### src/rtl/prog_loader_pkg.sv
// Shared CPU constants and the program-loader state encoding.
package prog_loader_pkg;

  // Instruction-memory geometry, common with the instruction memory itself.
  localparam int ADDR_W = 19;
  localparam int DATA_W = 19;

  // Three serial bytes make up one 19-bit instruction word.
  localparam int BYTES_PER_WORD = 3;
  localparam int IDX_W          = 2;

  typedef enum logic [1:0] {
    ST_IDLE  = 2'd0,
    ST_RECV  = 2'd1,
    ST_WRITE = 2'd2,
    ST_DONE  = 2'd3
  } ld_state_e;

endpackage

### src/rtl/prog_loader_word_packer.sv
// Byte-index counter and 19-bit word assembly register with format check.
// Bytes arrive little-endian; only bits [2:0] of the third byte are kept.
module prog_loader_word_packer
  import prog_loader_pkg::*;
(
  input  logic              clk_i,
  input  logic              rst_i,
  input  logic              clear_i,
  input  logic              byte_valid_i,
  input  logic [7:0]        byte_i,
  output logic              word_valid_o,
  output logic              fmt_err_o,
  output logic [DATA_W-1:0] word_o
);

  logic [IDX_W-1:0]  idx_q, idx_d;
  logic [DATA_W-1:0] word_q, word_d;
  logic              last_byte;

  assign last_byte = (idx_q == IDX_W'(BYTES_PER_WORD - 1));

  // Word completes on the edge that accepts the third byte; flag stray high bits.
  assign word_valid_o = byte_valid_i && last_byte && !clear_i;
  assign fmt_err_o    = word_valid_o && (byte_i[7:3] != 5'd0);
  assign word_o       = word_q;

  // Next-state for the byte index and the assembly register.
  always_comb begin
    // NOTE: every always_comb output gets a default first so no path leaves it unassigned (no latch).
    idx_d  = idx_q;
    word_d = word_q;
    if (clear_i) begin
      idx_d = '0;
    end else if (byte_valid_i) begin
      case (idx_q)
        2'd0:    word_d[7:0]   = byte_i;
        2'd1:    word_d[15:8]  = byte_i;
        default: word_d[18:16] = byte_i[2:0];
      endcase
      idx_d = last_byte ? '0 : idx_q + IDX_W'(1);
    end
  end

  // Index and assembly registers; reset discards any partial word.
  always_ff @(posedge clk_i) begin
    // NOTE: sequential state uses non-blocking assignments so every register samples pre-edge values.
    if (rst_i) begin
      idx_q  <= '0;
      word_q <= '0;
    end else begin
      idx_q  <= idx_d;
      word_q <= word_d;
    end
  end

endmodule

### src/rtl/prog_loader.sv
// Byte-serial program loader: packs byte triples into 19-bit words and writes
// them to consecutive instruction-memory addresses, holding the CPU off meanwhile.
module prog_loader #(
  parameter int ADDR_W = prog_loader_pkg::ADDR_W,
  parameter int DATA_W = prog_loader_pkg::DATA_W
) (
  input  logic              clk_i,
  input  logic              rst_i,
  input  logic              start_i,
  input  logic [ADDR_W-1:0] base_addr_i,
  input  logic [ADDR_W-1:0] word_count_i,
  input  logic              rx_valid_i,
  input  logic [7:0]        rx_data_i,
  output logic              rx_ready_o,
  output logic              im_we_o,
  output logic [ADDR_W-1:0] im_addr_o,
  output logic [DATA_W-1:0] im_data_o,
  output logic              busy_o,
  output logic              done_o,
  output logic              err_fmt_o
);

  import prog_loader_pkg::ld_state_e;
  import prog_loader_pkg::ST_IDLE;
  import prog_loader_pkg::ST_RECV;
  import prog_loader_pkg::ST_WRITE;
  import prog_loader_pkg::ST_DONE;

  ld_state_e         state_q, state_d;
  logic [ADDR_W-1:0] addr_q, addr_d;
  logic [ADDR_W-1:0] count_q, count_d;
  logic              err_q, err_d;

  logic              start_acc;
  logic              byte_acc;
  logic              word_valid;
  logic              fmt_err;
  logic [DATA_W-1:0] word;

  // rx_ready is decoded from state only, so no path from rx_valid back to rx_ready.
  assign start_acc = (state_q == ST_IDLE) && start_i;
  assign byte_acc  = (state_q == ST_RECV) && rx_valid_i;

  prog_loader_word_packer u_word_packer (
    .clk_i        (clk_i),
    .rst_i        (rst_i),
    .clear_i      (start_acc),
    .byte_valid_i (byte_acc),
    .byte_i       (rx_data_i),
    .word_valid_o (word_valid),
    .fmt_err_o    (fmt_err),
    .word_o       (word)
  );

  // Next-state, address/count/error update and output decode.
  always_comb begin
    state_d    = state_q;
    addr_d     = addr_q;
    count_d    = count_q;
    err_d      = err_q;
    rx_ready_o = 1'b0;
    im_we_o    = 1'b0;
    im_addr_o  = '0;
    im_data_o  = '0;
    busy_o     = 1'b0;
    done_o     = 1'b0;

    unique case (state_q)
      ST_IDLE: begin
        if (start_i) begin
          addr_d  = base_addr_i;
          count_d = word_count_i;
          err_d   = 1'b0;
          state_d = (word_count_i != '0) ? ST_RECV : ST_DONE;
        end
      end
      ST_RECV: begin
        rx_ready_o = 1'b1;
        busy_o     = 1'b1;
        if (fmt_err)    err_d   = 1'b1;
        if (word_valid) state_d = ST_WRITE;
      end
      ST_WRITE: begin
        busy_o    = 1'b1;
        im_we_o   = 1'b1;
        im_addr_o = addr_q;
        im_data_o = word;
        addr_d    = addr_q + ADDR_W'(1);
        count_d   = count_q - ADDR_W'(1);
        state_d   = (count_q == ADDR_W'(1)) ? ST_DONE : ST_RECV;
      end
      ST_DONE: begin
        done_o  = 1'b1;
        state_d = ST_IDLE;
      end
      default: state_d = ST_IDLE;
    endcase
  end

  assign err_fmt_o = err_q;

  // State, address, count and sticky error registers.
  always_ff @(posedge clk_i) begin
    if (rst_i) begin
      state_q <= ST_IDLE;
      addr_q  <= '0;
      count_q <= '0;
      err_q   <= 1'b0;
    end else begin
      state_q <= state_d;
      addr_q  <= addr_d;
      count_q <= count_d;
      err_q   <= err_d;
    end
  end

endmodule

### config.mk
export PLATFORM = sky130hd
export DESIGN_NAME = prog_loader
export DESIGN_NICKNAME = d
export VERILOG_FILES = /design/src/rtl/prog_loader_pkg.sv /design/src/rtl/prog_loader_word_packer.sv /design/src/rtl/prog_loader.sv
export SDC_FILE = /design/constraint.sdc
export NUM_CORES = 1
export LEC_CHECK = 0
export ABC_CLOCK_PERIOD_IN_PS = 4740
export CAP_MARGIN = 40
export CELL_PAD_IN_SITES_DETAIL_PLACEMENT = 0
export CELL_PAD_IN_SITES_GLOBAL_PLACEMENT = 1
export CORE_UTILIZATION = 24
export CTS_BUF_LIST = sky130_fd_sc_hd__clkbuf_4
export DETAILED_ROUTE_END_ITERATION = 12
export DONT_BUFFER_PORTS = 1
export PLACE_DENSITY_LB_ADDON = 0.1
export SYNTH_ARGS = -nofsm -noshare
export SYNTH_HDL_FRONTEND = slang
export SYNTH_SLANG_ARGS = --single-unit
### constraint.sdc
create_clock -name clk_i -period 4.74 [get_ports clk_i]
set_input_delay 0.711 -clock clk_i [delete_from_list [all_inputs] [get_ports clk_i]]
set_output_delay 0.711 -clock clk_i [all_outputs]
set_load 0.005 [all_outputs]
==> results.yml <==
outcome:
  outcome: "finished, final reports clean"
yosys:
  ys_ff_latch: 62
  yosys_warnings: 0
  synth_nets: 523
  ys_types: 61
  synth_area_leader_cell: "dfxtp_1"
  mappedNetlistArea_um2: 3780
  synth-async-reset-ratio_pct: 0
  avgSynthCellArea_um2: 8.13
  yosys-top-cells-area: "dfxtp_1, a21oi_1, and2_1"
  ys_seq_area_share_pct: 32.8
  synth_edf_count: 0
  synth_ff_type: "dfxtp_1"
  synth_commonest_cells: "dfxtp_1, a21oi_1, and2_1"
  synth_cells: 465
  synth_most_common_cell: "dfxtp_1"
  yosysTopAreaCellShare_pct: 32.8
route:
  wl_mm: 13.2
  route.detailed.drc: 0
  drtIter0Drc: 195
  drtAntennaViolNets: 0
  routedWlPerCell_um: 19.8
  post_drt_via_cell_ratio: 5.24
  num_vias: 3493
  dr.pass1.iters: 4
worst_hold_path:
  min_to: "addr_q[5]"
  min-delay-start: "rst_i"
  worstHoldPathCells: 1
  hold_path_class: "primary input to flip-flop"
final_layout:
  ff_latch_area_um2: 1240
  fill_cells: 1663
  multi_input_area_um2: 2320
  syn_to_final_growth_pct: 7.55
  drive_above_1_share_pct: 8.79
  final_core_util_pct: 26.6
  antenna_cells: 0
  nNetsFinal: 508
power_and_ir_drop:
  p_sw_share_pct: 47.7
  ir_drop_uv: 180
  p_int_w: 0.00120
  combPwrFrac_pct: 46.8
  switchingPower_w: 0.00109
  clkPwrFrac_pct: 17.5
  seqPwrFrac_pct: 35.7
  p_leak_nw: 1.38
  power_density_nw_per_um2: 564
floorplan:
  rows: 45
  die_x_um: 127
  fp.dieArea_um2: 16300
  core_area_um2: 15300
  io_pins: 93
  start_util_pct: 24.8
  die_y_um: 127
clocking:
  clkTransAtPathRegs_ns: 0.13
  cts-root-buf: "clkbuf_4"
  cts_max_path_buffers: 2
  ctsHoldBuffers: 0
  cts_buffers: 9
  clock-sinks: 62
  htreeDepth: 3
  post_cts_resized: 0
  post_cts_buffers: 0
  clk_latency_ns: 0.44
  cts_tree: "yes"
placed_design:
  io_buffer_count: 0
  gp_congestion: 0.701
  dpl.hpwl_mm: 9.14
job:
  maxCapViolCount: 0
timing:
  holdWs_ns: 0.313
  fin_crit_ns: 3.26
  hold_violations: 0
  worstMarginPinSlew_ns: 0.649
  slew_headroom_pct: 56.8
  setup-tns-final_ns: 0
  rsz0062_at_grt: "no"
  fin_crit_sh_pct: 68.8
  slew_violations: 0
  setup_viol: 0
  fmax_mhz: 307
  finalClockSkew_ns: 0.00817
setup_path:
  crit_path_max_fanout: 24
  critPathCaptureType: "output port"
  reg2reg_slack_ns: 1.80
  criticalPathCategory: "flip-flop to output port"
  ff2ff_path_depth: 7
  arrival_ns: 2.55
  reg2reg_from: "state_q[0]"
  crit_required_ns: 4.03
  cp-start-kind: "flip-flop"
  r2r_end: "count_q[11]"
grt:
  grt_overflow: 0
  grt_pass1_vias: 3428
  antenna_found_initial: 0
  grt_pass1_wl_mm: 20.8
  grt_use_total_pct: 16.9
  grt_max_degree: 63
per-stage QoR:
stage / setup slack (ns) / cells / cell area, um2 / power, W
floorplan: 2.61 / 465 / 3780 / 0.00162
global placement: 1.82 / 650 / 3920 / 0.00191
detailed placement: 1.81 / 650 / 3920 / 0.00191
CTS: 1.38 / 666 / 4070 / 0.00232
global route: 1.19 / 666 / 4070 / 0.00250
finish: 1.48 / 666 / 4070 / 0.00229
cells by family after synthesis:
kind of cell               count (synthesis)  share of synthesized area [%]
buffers and inverters                     47                           5.99
muxes                                     24                           6.55
adders and majority gates                  8                           2.65
and+or+nand+nor                          189                           28.9
xor gates and xnor gates                   1                          0.232
DFF                                       62                           32.8
AOI/OAI and AO/OA                        134                           22.8
power groups by stage:
stage | Sequential, W | Clock [W] | Combinational [W]
6_report | 0.000818 | 0.000401 | 0.00107
5_1_grt | 0.000845 | 0.000445 | 0.00121
4_1_cts | 0.000816 | 0.000423 | 0.00108
3_5_place_dp | 0.000828 | 0 | 0.00108
3_3_place_gp | 0.000827 | 0 | 0.00108
2_1_floorplan | 0.000778 | 0 | 0.000838
worst max-delay path: stages, from the launching register on:
cell      delay, ns
dfxtp_1        0.36
inv_1          0.11
ha_2           0.47
clkinv_1       0.60
buf_4          0.41
nor2_1         0.15
worst max path at each step:
| stage | start | to | slack [ns] | depth (start not counted) |
|---|---|---|---|---|
| 6_report | state_q[0] | im_addr_o[5] | 1.48 | 5 |
| 5_1_grt | state_q[0] | im_addr_o[5] | 1.19 | 5 |
| 4_1_cts | state_q[0] | im_addr_o[0] | 1.38 | 5 |
| 3_5_place_dp | state_q[0] | count_q[11] | 1.81 | 7 |
| 3_3_place_gp | state_q[0] | count_q[11] | 1.82 | 7 |
| 2_1_floorplan | state_q[0] | im_addr_o[1] | 2.61 | 6 |
final cells by class:
cell class / instances / share of cell area (%)
Clock buffer: 9 / 1.66
Multi-Input combinational cell: 356 / 57.1
Sequential cell: 62 / 30.5
Timing Repair Buffer: 5 / 0.923
Clock inverter: 7 / 1.82
Tap cell: 211 / 6.49
Inverter: 16 / 1.48
sequential cells by signal (all words and copies together), names as in the netlist:
signal / flops
err_fmt_o: 1
count_q: 19
state_q: 2
u_word_packer.word_o: 19
addr_q: 19
u_word_packer.idx_q: 2
layout by cell type (no fill, tap or decap), drive strengths merged, types with 3 or more instances in the layout:
master / n
clkinv: 5
o221ai: 3
inv: 16
a21oi: 44
clkbuf: 9
a21o: 4
a211oi: 7
or4: 5
buf: 5
or3: 4
nor3b: 3
a31oi: 8
and4: 5
nor3: 18
mux2: 3
and2: 34
nand2: 27
nor4: 10
nor4b: 3
nand4: 14
o21ai: 27
and3: 5
ha: 8
a22oi: 7
nor2: 33
o32ai: 7
mux2i: 21
o211ai: 5
o31a: 5
nand3: 13
dfxtp: 62
nor2b: 7
layer usage:
layer,vias to the layer above,GRT usage [%],part of all wire (%),wire length [um]
met1,1691,23.0,48,6300
met5,-,0,0,0
met3,8,5.07,5.7,744
met4,0,3.78,0.77,101
met2,92,26.2,46,6020
li1,1702,-,-,-
No activity file was read; power rests on OpenSTA's default activity.
